<file path="src/rtl/clock_gating_controller_pkg.sv">
// Shared types and constants for clock_gating_controller.
//   - cgc_state_e    : controller state (ACTIVE / GATED / WAKING)
//   - WAKE_CNT_WIDTH : wake counter width for the default wake latency
//   - wake_cnt_width : the same width for any wake latency
package clock_gating_controller_pkg;

    typedef enum logic [1:0] {
        ACTIVE = 2'd0,
        GATED  = 2'd1,
        WAKING = 2'd2
    } cgc_state_e;

    localparam int unsigned DEFAULT_WAKE_LATENCY = 2;
    localparam int unsigned WAKE_CNT_WIDTH       = $clog2(DEFAULT_WAKE_LATENCY + 1);

    // Wake counter width for a given latency (never below one bit)
    function automatic int unsigned wake_cnt_width(input int unsigned latency);
        int unsigned w;
        w = $clog2(latency + 1);
        return (w < 1) ? 1 : w;
    endfunction

endpackage

</file>
<file path="src/rtl/clock_gating_controller.sv">
// clock_gating_controller: drives the enable of a downstream clock gater.
// It counts idle cycles, gates after idle_threshold idle cycles and ungates
// on activity or wake_request. wake_acknowledge rises WAKE_LATENCY cycles
// after enable returns high. The block runs on the free-running clock.
//
// Ports:
//   clock            in   free-running clock (gater clock_in)
//   reset            in   synchronous active-high reset
//   activity         in   block busy this cycle
//   idle_threshold   in   idle cycles before gating, 0 = never gate
//   wake_request     in   level request to ungate, held until acknowledged
//   wake_acknowledge out  gated clock running and stable
//   enable           out  gater enable
//   gated            out  controller is in GATED
//   gated_cycles     out  saturating count of GATED cycles
//                         (only with CLOCK_GATING_CONTROLLER_STATISTICS_EN)
//
// Build option: define CLOCK_GATING_CONTROLLER_STATISTICS_EN to add the
// gated_cycles counter, its output and the STATISTICS_WIDTH parameter.
module clock_gating_controller
    import clock_gating_controller_pkg::*;
#(
    parameter int unsigned IDLE_THRESHOLD_WIDTH = 8,
    parameter int unsigned WAKE_LATENCY         = DEFAULT_WAKE_LATENCY
`ifdef CLOCK_GATING_CONTROLLER_STATISTICS_EN
    ,
    parameter int unsigned STATISTICS_WIDTH     = 32
`endif
) (
    input  logic                            clock,
    input  logic                            reset,
    input  logic                            activity,
    input  logic [IDLE_THRESHOLD_WIDTH-1:0] idle_threshold,
    input  logic                            wake_request,
    output logic                            wake_acknowledge,
    output logic                            enable,
    output logic                            gated
`ifdef CLOCK_GATING_CONTROLLER_STATISTICS_EN
    ,
    output logic [STATISTICS_WIDTH-1:0]     gated_cycles
`endif
);

    localparam int unsigned ITW = IDLE_THRESHOLD_WIDTH;
    localparam int unsigned WCW = wake_cnt_width(WAKE_LATENCY);

    cgc_state_e     state_q, state_d;
    logic [ITW-1:0] idle_cnt_q, idle_cnt_d;
    logic [WCW-1:0] wake_cnt_q, wake_cnt_d;
    logic           enable_q, enable_d;
    logic           ack_q, ack_d;
    logic           gated_q, gated_d;

    logic wake_evt_c;
    logic at_threshold_c;
    logic wake_done_c;

    assign wake_evt_c = activity | wake_request;

    // >= rather than == so that lowering the threshold below the current
    // count still gates on the next idle cycle
    assign at_threshold_c = (idle_threshold != '0) &&
                            (idle_cnt_q >= (idle_threshold - ITW'(1)));

    assign wake_done_c = (wake_cnt_q == WCW'(WAKE_LATENCY - 1));

    // State, counters and registered outputs
    always_ff @(posedge clock) begin
        if (reset) begin
            state_q    <= ACTIVE;
            idle_cnt_q <= '0;
            wake_cnt_q <= '0;
            enable_q   <= 1'b1;
            ack_q      <= 1'b1;
            gated_q    <= 1'b0;
        end else begin
            state_q    <= state_d;
            idle_cnt_q <= idle_cnt_d;
            wake_cnt_q <= wake_cnt_d;
            enable_q   <= enable_d;
            ack_q      <= ack_d;
            gated_q    <= gated_d;
        end
    end

    // Next state; counters hold zero outside the state that uses them
    always_comb begin
        state_d    = state_q;
        idle_cnt_d = '0;
        wake_cnt_d = '0;
        unique case (state_q)
            ACTIVE: begin
                if (wake_evt_c) begin
                    idle_cnt_d = '0;
                end else if (at_threshold_c) begin
                    state_d = GATED;
                end else if (idle_cnt_q != '1) begin
                    idle_cnt_d = idle_cnt_q + ITW'(1);
                end else begin
                    idle_cnt_d = idle_cnt_q;
                end
            end
            GATED: begin
                if (wake_evt_c) begin
                    state_d = WAKING;
                end
            end
            WAKING: begin
                // Wake events here are absorbed; only the latency counts
                if (wake_done_c) begin
                    state_d = ACTIVE;
                end else begin
                    wake_cnt_d = wake_cnt_q + WCW'(1);
                end
            end
            default: begin
                state_d = ACTIVE;
            end
        endcase
    end

    // Outputs decoded from the next state so they register with it
    always_comb begin
        enable_d = 1'b1;
        ack_d    = 1'b1;
        gated_d  = 1'b0;
        unique case (state_d)
            ACTIVE: begin
                enable_d = 1'b1;
                ack_d    = 1'b1;
                gated_d  = 1'b0;
            end
            GATED: begin
                enable_d = 1'b0;
                ack_d    = 1'b0;
                gated_d  = 1'b1;
            end
            WAKING: begin
                enable_d = 1'b1;
                ack_d    = 1'b0;
                gated_d  = 1'b0;
            end
            default: begin
                enable_d = 1'b1;
                ack_d    = 1'b1;
                gated_d  = 1'b0;
            end
        endcase
    end

    assign enable           = enable_q;
    assign wake_acknowledge = ack_q;
    assign gated            = gated_q;

`ifdef CLOCK_GATING_CONTROLLER_STATISTICS_EN
    logic [STATISTICS_WIDTH-1:0] gated_cycles_q, gated_cycles_d;

    // Saturating count of cycles spent in GATED
    always_comb begin
        gated_cycles_d = gated_cycles_q;
        if ((state_q == GATED) && (gated_cycles_q != '1)) begin
            gated_cycles_d = gated_cycles_q + STATISTICS_WIDTH'(1);
        end
    end

    always_ff @(posedge clock) begin
        if (reset) begin
            gated_cycles_q <= '0;
        end else begin
            gated_cycles_q <= gated_cycles_d;
        end
    end

    assign gated_cycles = gated_cycles_q;
`endif

endmodule

</file>
<file path="config.mk">
export PLATFORM = sky130hd
export DESIGN_NAME = clock_gating_controller
export DESIGN_NICKNAME = d
export VERILOG_FILES = /design/src/rtl/clock_gating_controller_pkg.sv /design/src/rtl/clock_gating_controller.sv
export SDC_FILE = /design/constraint.sdc
export NUM_CORES = 1
export LEC_CHECK = 0
export ABC_CLOCK_PERIOD_IN_PS = 3320
export CAP_MARGIN = 0
export CORE_UTILIZATION = 40
export DETAILED_ROUTE_END_ITERATION = 10
export HOLD_SLACK_MARGIN = 0.06
export PLACE_DENSITY = 0.61
export SETUP_SLACK_MARGIN = 0.02
export SKIP_CTS_REPAIR_TIMING = 1
export SLEW_MARGIN = 20
export SYNTH_ARGS = -nofsm -noshare
export SYNTH_HDL_FRONTEND = slang
export SYNTH_SLANG_ARGS = --single-unit
export TNS_END_PERCENT = 30
</file>
<file path="constraint.sdc">
create_clock -name clock -period 3.32 [get_ports clock]
set_clock_uncertainty 0.15 [all_clocks]
set_input_delay 0.664 -clock clock [delete_from_list [all_inputs] [get_ports clock]]
set_output_delay 0.664 -clock clock [all_outputs]
set_load 0.01 [all_outputs]
</file>
Word-level counts from Yosys, hierarchy flattened
Cells that the tools add are included.
Cells by class
  add/sub/neg operators: 3
  shift operators: 0
  bitwise gates (word level): 3
  $lt $le $gt $ge: 1
  div/mod/pow operators: 0
  multiply operators: 0
  multiplexer cells: 8
  equal/unequal tests: 6
  reduce and logical (&&, ||, !) cells: 6
Operators with widths (count)
  adder 8 x 1 -> 8 bit (second input constant): 1
  greater-or-equal comparator 8 bit: 1
  2-to-1 mux 2 bit: 4
  != test 8 bit (second input constant): 1
  nonzero test 8 bit: 1
  subtractor 8 x 1 -> 8 bit (second input constant): 1
  == test 2 x 1 -> 1 bit (second input constant): 3
  case mux 2 bit (3 select lines): 1
  == test 2 bit (second input constant): 2
  OR reduction 4 bit: 1
  2-to-1 mux 1 bit: 3
  OR reduction 3 bit: 1
  adder 2 x 1 -> 2 bit (second input constant): 1
  zero test 2 bit: 1
  inverter 1 bit: 2
  OR reduction 2 bit: 1
  logical AND 1 bit: 1
  OR 1 bit: 1
Word-level totals
  word-level logic and storage cells: 33
  memories kept: 0
  bits in read-only memories: 0
  bits of input ports: 12
  bits in writable memories: 0
  register bits after elaboration: 15
  latch bits: 0

Depth between registers and ports, before layout
  depth after elaboration: 9
  gate-level depth with buffers: 11
  mapped depth without buffers: 11

Worst setup path after synthesis
No wires, ideal clock.
  kind: input-to-reg
  start point: input idle_threshold[0]
  end point: register ack_q, in the netlist wake_acknowledge
  setup time: 123 ps
  stages on the path: 11
  path slack: 390 ps
  data required time: 3047 ps
  data arrival time: 2657 ps
  cell sequence: inv_1 ha_1 xnor2_1 ha_1 and3_1 o21ai_1 a311o_1 a21oi_2 o21a_1 ha_1 or2_2
Between the ends
  word-level cells in the longest chain between the ends: 9
  elaborated cells on any way between the ends: 11
  those cells by class: 1 x add/sub; 1 x order compare; 2 x eq/ne; 4 x mux; 3 x reduce/logical
RTL lines
  start: declaration: RTL line clock_gating_controller.sv:33  | input logic [IDLE_THRESHOLD_WIDTH-1:0] idle_threshold,
  subtractor 8 x 1 -> 8 bit: RTL line clock_gating_controller.sv:63  | (idle_cnt_q >= (idle_threshold - ITW'(1)));
  greater-or-equal comparator 8 bit: RTL line clock_gating_controller.sv:63
  logical AND 1 bit *: RTL line clock_gating_controller.sv:62  | assign at_threshold_c = (idle_threshold != '0) &&
  2-to-1 mux 2 bit *: RTL line clock_gating_controller.sv:95  | end else if (at_threshold_c) begin
  2-to-1 mux 2 bit *: RTL line clock_gating_controller.sv:93  | if (wake_evt_c) begin
  case mux 2 bit (3 select lines) *: RTL line clock_gating_controller.sv:91  | unique case (state_q)
  == test 2 x 1 -> 1 bit or == test 2 bit (tied branches): RTL line clock_gating_controller.sv:127  | unique case (state_d)
  OR reduction 2 bit (no source line) *
  2-to-1 mux 1 bit *: RTL line clock_gating_controller.sv:127
  net ack_d: RTL line clock_gating_controller.sv:51  | logic ack_q, ack_d;
  end signal: assignment: RTL line clock_gating_controller.sv:81  | ack_q <= ack_d;
  end: declaration: RTL line clock_gating_controller.sv:51
The timed path passes the listed nets; every way through them passes the cells marked *.
A chain may end at the register's enable or synchronous reset.

Final worst setup path
  start point: input idle_threshold[5]
  end point: register ack_q, in the netlist wake_acknowledge
The elaborated chain is that of the path after synthesis.

==> report_table.html <==
<table>
<tr><th>Metric</th><th>Value</th></tr>
<tr><th colspan="2">Clock tree</th></tr>
<tr><td>CTS Buf Count</td><td>3</td></tr>
<tr><td>Clk Latency, worst-skew pair</td><td>290 ps</td></tr>
<tr><td>Worst-path clk slew</td><td>100 ps</td></tr>
<tr><td>Clock tree from TritonCTS</td><td>done</td></tr>
<tr><td>Number of H-tree levels</td><td>1</td></tr>
<tr><td>Max clock buf depth</td><td>2</td></tr>
<tr><td>Number of clock sinks seen by CTS</td><td>15</td></tr>
<tr><td>Root Buffer Master</td><td>sky130_fd_sc_hd__clkbuf_4</td></tr>
<tr><th colspan="2">Setup path</th></tr>
<tr><td>Critical path type</td><td>in2reg</td></tr>
<tr><td>Startpoint class of the critical path</td><td>input port</td></tr>
<tr><td>Worst reg2reg setup slack</td><td>1000 ps</td></tr>
<tr><td>Endpoint arrival time on the critical path</td><td>3250 ps</td></tr>
<tr><td>Peak fanout along the critical path</td><td>3</td></tr>
<tr><td>Crit end category</td><td>flip-flop</td></tr>
<tr><td>Endpoint required time on the critical path</td><td>around 3400 ps</td></tr>
<tr><th colspan="2">STA</th></tr>
<tr><td>Number of slew-limit violations in the final report</td><td>0</td></tr>
<tr><td>PnR worst setup slack</td><td>between 100 and 150 ps</td></tr>
<tr><td>Summed negative setup slack over all endpoints</td><td>0 ps</td></tr>
<tr><td>Slew margin rel.</td><td>71.0%</td></tr>
<tr><td>Post-route fraction of the period consumed by the critical path</td><td>a little over nine tenths</td></tr>
<tr><td>Final critical-path required period</td><td>about 3200 ps</td></tr>
<tr><td>Number of hold violations in the final report</td><td>0</td></tr>
<tr><td>FMAX</td><td>approximately 310 MHz</td></tr>
<tr><td>Unrepaired setup endpoints after global routing</td><td>false</td></tr>
<tr><td>Slew @ Worst Pin</td><td>approximately 430 ps</td></tr>
<tr><td>Number of setup violations in the final report</td><td>0</td></tr>
<tr><th colspan="2">Pwr</th></tr>
<tr><td>PD cells</td><td>275 mW/mm^2</td></tr>
<tr><td>Net switching share of the total power</td><td>25.6%</td></tr>
<tr><td>Static leakage power</td><td>0.543 nW</td></tr>
<tr><td>Worst-case vdd ir drop</td><td>0.177 mV</td></tr>
<tr><td>P_sw</td><td>0.0000882 W</td></tr>
<tr><td>Clk network pwr share</td><td>31.8%</td></tr>
<tr><td>Sum of internal, switching and leakage power</td><td>0.000345 W</td></tr>
<tr><td>Internal Power</td><td>about 0.00026 W</td></tr>
<tr><td>Sequential cell fraction of total power</td><td>a little over half</td></tr>
<tr><td>Proportion of power drawn by combinational gates</td><td>15.6%</td></tr>
<tr><th colspan="2">Hold path</th></tr>
<tr><td>Class of the worst hold path</td><td>reg2reg</td></tr>
<tr><th colspan="2">Route</th></tr>
<tr><td>Drc violations</td><td>0</td></tr>
<tr><td>Routed vias/inst</td><td>4.95</td></tr>
<tr><td>Detailed-router iteration count before antenna repair</td><td>4</td></tr>
<tr><td>Via count</td><td>837</td></tr>
<tr><td>DR iter-0 viols</td><td>9</td></tr>
<tr><td>Total length of routed wires</td><td>1.87 mm</td></tr>
<tr><td>Avg WL per Cell</td><td>11.1 um</td></tr>
<tr><td>Post-detailed-route count of antenna-violating nets</td><td>0</td></tr>
<tr><th colspan="2">Floorplan</th></tr>
<tr><td>Overall die area</td><td>about 0.0026 mm^2</td></tr>
<tr><td>Chip Height</td><td>around 51 um</td></tr>
<tr><td>Row count</td><td>17</td></tr>
<tr><td>Overall die width</td><td>50.6 um</td></tr>
<tr><td>Core box area</td><td>about 0.0022 mm^2</td></tr>
<tr><td>Initial cell density of the core</td><td>42.7%</td></tr>
<tr><td># IOs</td><td>15</td></tr>
<tr><th colspan="2">Yosys</th></tr>
<tr><td>Synth cell count leaders</td><td>sky130_fd_sc_hd__nor2_1, sky130_fd_sc_hd__dfxtp_1, sky130_fd_sc_hd__ha_1</td></tr>
<tr><td>Async SR Flop Fraction</td><td>0%</td></tr>
<tr><td>Post-synthesis instance area</td><td>945 um^2</td></tr>
<tr><td>Synthesized netlist net count</td><td>approximately 140</td></tr>
<tr><td>Synthesized instance count</td><td>111</td></tr>
<tr><td>Most frequent cell after synthesis</td><td>sky130_fd_sc_hd__nor2_1</td></tr>
<tr><td>Number of enable flip-flop cells after synthesis</td><td>0</td></tr>
<tr><td>Yosys reg bits</td><td>15</td></tr>
<tr><td>Top FF cell, synth</td><td>sky130_fd_sc_hd__dfxtp_1</td></tr>
<tr><td>Avg Cell Area, Syn</td><td>8.51 um^2</td></tr>
<tr><td>Distinct cells, synth</td><td>29</td></tr>
<tr><td>Share of Yosys cell area claimed by the top area cell type</td><td>31.8%</td></tr>
<tr><td>Yosys top cell by area</td><td>sky130_fd_sc_hd__dfxtp_1</td></tr>
<tr><td>Cell types with the largest area share after synthesis</td><td>sky130_fd_sc_hd__dfxtp_1, sky130_fd_sc_hd__ha_1, sky130_fd_sc_hd__nor2_1</td></tr>
<tr><td>Number of warning messages in the yosys log</td><td>0</td></tr>
<tr><td>Part of the Yosys area used for sequential elements</td><td>a little under a third</td></tr>
<tr><th colspan="2">Global route</th></tr>
<tr><td>Largest net degree at the start of global routing</td><td>11</td></tr>
<tr><td>Aggregate global routing overflow</td><td>0</td></tr>
<tr><td>GRT Total Usage</td><td>16.5%</td></tr>
<tr><td>Global-route wire length before repair</td><td>3.17 mm</td></tr>
<tr><td>Via count of the first global-routing pass</td><td>764</td></tr>
<tr><td>Initial antenna violation count</td><td>0</td></tr>
<tr><th colspan="2">Place</th></tr>
<tr><td>Number of cells after detailed placement</td><td>between 150 and 200</td></tr>
<tr><td>Setup WS pre-CTS</td><td>-273 ps</td></tr>
<tr><td>Port Buf Inserts</td><td>14</td></tr>
<tr><td>Final Wtd Congestion</td><td>around 0.78</td></tr>
<tr><td>Detailed-placement wirelength estimate</td><td>around 1.5 mm</td></tr>
<tr><th colspan="2">Layout</th></tr>
<tr><td>Share of layout cells above drive strength 1</td><td>around 18%</td></tr>
<tr><td>End-of-flow core utilization</td><td>56.7%</td></tr>
<tr><td>Filler cells</td><td>228</td></tr>
<tr><td>Number of antenna repair diodes</td><td>0</td></tr>
<tr><td>Number of nets in the finished design</td><td>about 170</td></tr>
<tr><td>Layout overhead on the synthesized area</td><td>32.8%</td></tr>
<tr><td>Final Non-Filler Cells</td><td>169</td></tr>
<tr><th colspan="2">Flow run</th></tr>
<tr><td># Max-Cap Violations</td><td>0</td></tr>
<tr><th colspan="2">Outcome</th></tr>
<tr><td>Result of the run</td><td>finished, final reports clean</td></tr>
</table>
-- critical path, cell delays in order --
cell and delay (ps):
sky130_fd_sc_hd__clkdlybuf4s50_1 460, sky130_fd_sc_hd__nor4_2 310, sky130_fd_sc_hd__nand2_1 120, sky130_fd_sc_hd__xor2_1 170
sky130_fd_sc_hd__ha_1 280, sky130_fd_sc_hd__nand2_1 70, sky130_fd_sc_hd__a311o_1 380, sky130_fd_sc_hd__a21oi_2 180
sky130_fd_sc_hd__o21a_1 130, sky130_fd_sc_hd__ha_1 210, sky130_fd_sc_hd__or2_2 260
-- power groups by stage --
| stage | clock, W | combinational (W) | sequential [W] |
|---|---|---|---|
| final | 0.000110 | 0.0000540 | 0.000181 |
| after global routing | 0.000127 | 0.0000598 | 0.000182 |
| after CTS | 0.000115 | 0.0000542 | 0.000181 |
| after detailed placement | 0 | 0.0000538 | 0.000186 |
| after global placement | 0 | 0.0000521 | 0.000186 |
| after floorplan | 0 | 0.0000224 | 0.000185 |
-- stage by stage --
stage	instance area, um^2	hold WS [ps]
floorplan	945	248
global placement	1200	257
detailed placement	1200	262
CTS	1230	277
global route	1250	302
finish	1250	271
-- layout make-up --
cell class | count | area (um^2) | area share, %
Multi-Input combinational cell | 89 | 628 | 50.0
Sequential cell | 15 | 300 | 23.9
Timing Repair Buffer | 26 | 235 | 18.7
Tap cell | 28 | 35.0 | 2.79
Inverter | 7 | 26.3 | 2.09
Clock buffer | 3 | 22.5 | 1.79
Clock inverter | 1 | 7.51 | 0.598
-- state kept, by name (all words and copies together) (netlist names) --
name and cells:
idle_cnt_q 8, wake_acknowledge 1, enable 1, wake_cnt_q 2, gated 1, state_q 2
-- metal layers --
layer / global-route usage (%) / wire length [um]
met5: 0 / 0
met4: 5.56 / 11
met3: 4.55 / 70
met2: 28.9 / 964
met1: 19.2 / 826
-- final timing paths --
check                    start          endpoint  cells after the start
max reg2reg      idle_cnt_q[0]  wake_acknowledge                      9
min reg2reg      wake_cnt_q[0]     wake_cnt_q[0]                      1
max          idle_threshold[5]  wake_acknowledge                     11
min              wake_cnt_q[0]     wake_cnt_q[0]                      1
-- cells by family (layout without fill, tap and decap cells) --
family | Yosys count | after routing | synth area share, %
AND/OR/NAND/NOR | 50 | 50 | 27.2
AO/OA/AOI/OAI | 17 | 17 | 12.7
flip-flops | 15 | 15 | 31.8
adder cells (fa/ha/maj) | 12 | 12 | 15.9
XOR/XNOR | 7 | 7 | 6.49
buffers and inverters | 7 | 37 | 2.78
multiplexers | 3 | 3 | 3.18
-- placed cells by master, fill, tap and decap left out --
cell	instances
sky130_fd_sc_hd__o211ai_1	1
sky130_fd_sc_hd__buf_4	12
sky130_fd_sc_hd__nor3_1	2
sky130_fd_sc_hd__nor4_2	1
sky130_fd_sc_hd__o211a_1	3
sky130_fd_sc_hd__nor2_2	1
sky130_fd_sc_hd__nor3b_1	1
sky130_fd_sc_hd__mux2i_1	3
sky130_fd_sc_hd__nand4_1	1
sky130_fd_sc_hd__nor2b_1	1
sky130_fd_sc_hd__dfxtp_1	15
sky130_fd_sc_hd__ha_2	1
sky130_fd_sc_hd__a21oi_2	1
sky130_fd_sc_hd__dlymetal6s2s_1	2
sky130_fd_sc_hd__a311o_1	1
sky130_fd_sc_hd__nand3b_1	2
sky130_fd_sc_hd__inv_1	7
sky130_fd_sc_hd__or2_2	1
sky130_fd_sc_hd__o21ai_1	1
sky130_fd_sc_hd__clkinvlp_4	1
sky130_fd_sc_hd__o21ai_0	4
sky130_fd_sc_hd__nor2_1	19
sky130_fd_sc_hd__o21a_1	2
sky130_fd_sc_hd__nand4b_1	1
sky130_fd_sc_hd__a21oi_1	3
sky130_fd_sc_hd__clkbuf_4	3
sky130_fd_sc_hd__clkdlybuf4s50_1	12
sky130_fd_sc_hd__o21ai_2	1
sky130_fd_sc_hd__nor3_4	1
sky130_fd_sc_hd__nand2_1	9
sky130_fd_sc_hd__xnor2_1	4
sky130_fd_sc_hd__and3_1	3
sky130_fd_sc_hd__nand3_1	5
sky130_fd_sc_hd__nor3_2	2
sky130_fd_sc_hd__xor2_1	3
sky130_fd_sc_hd__ha_1	11
(Power assumes the default switching activity.)
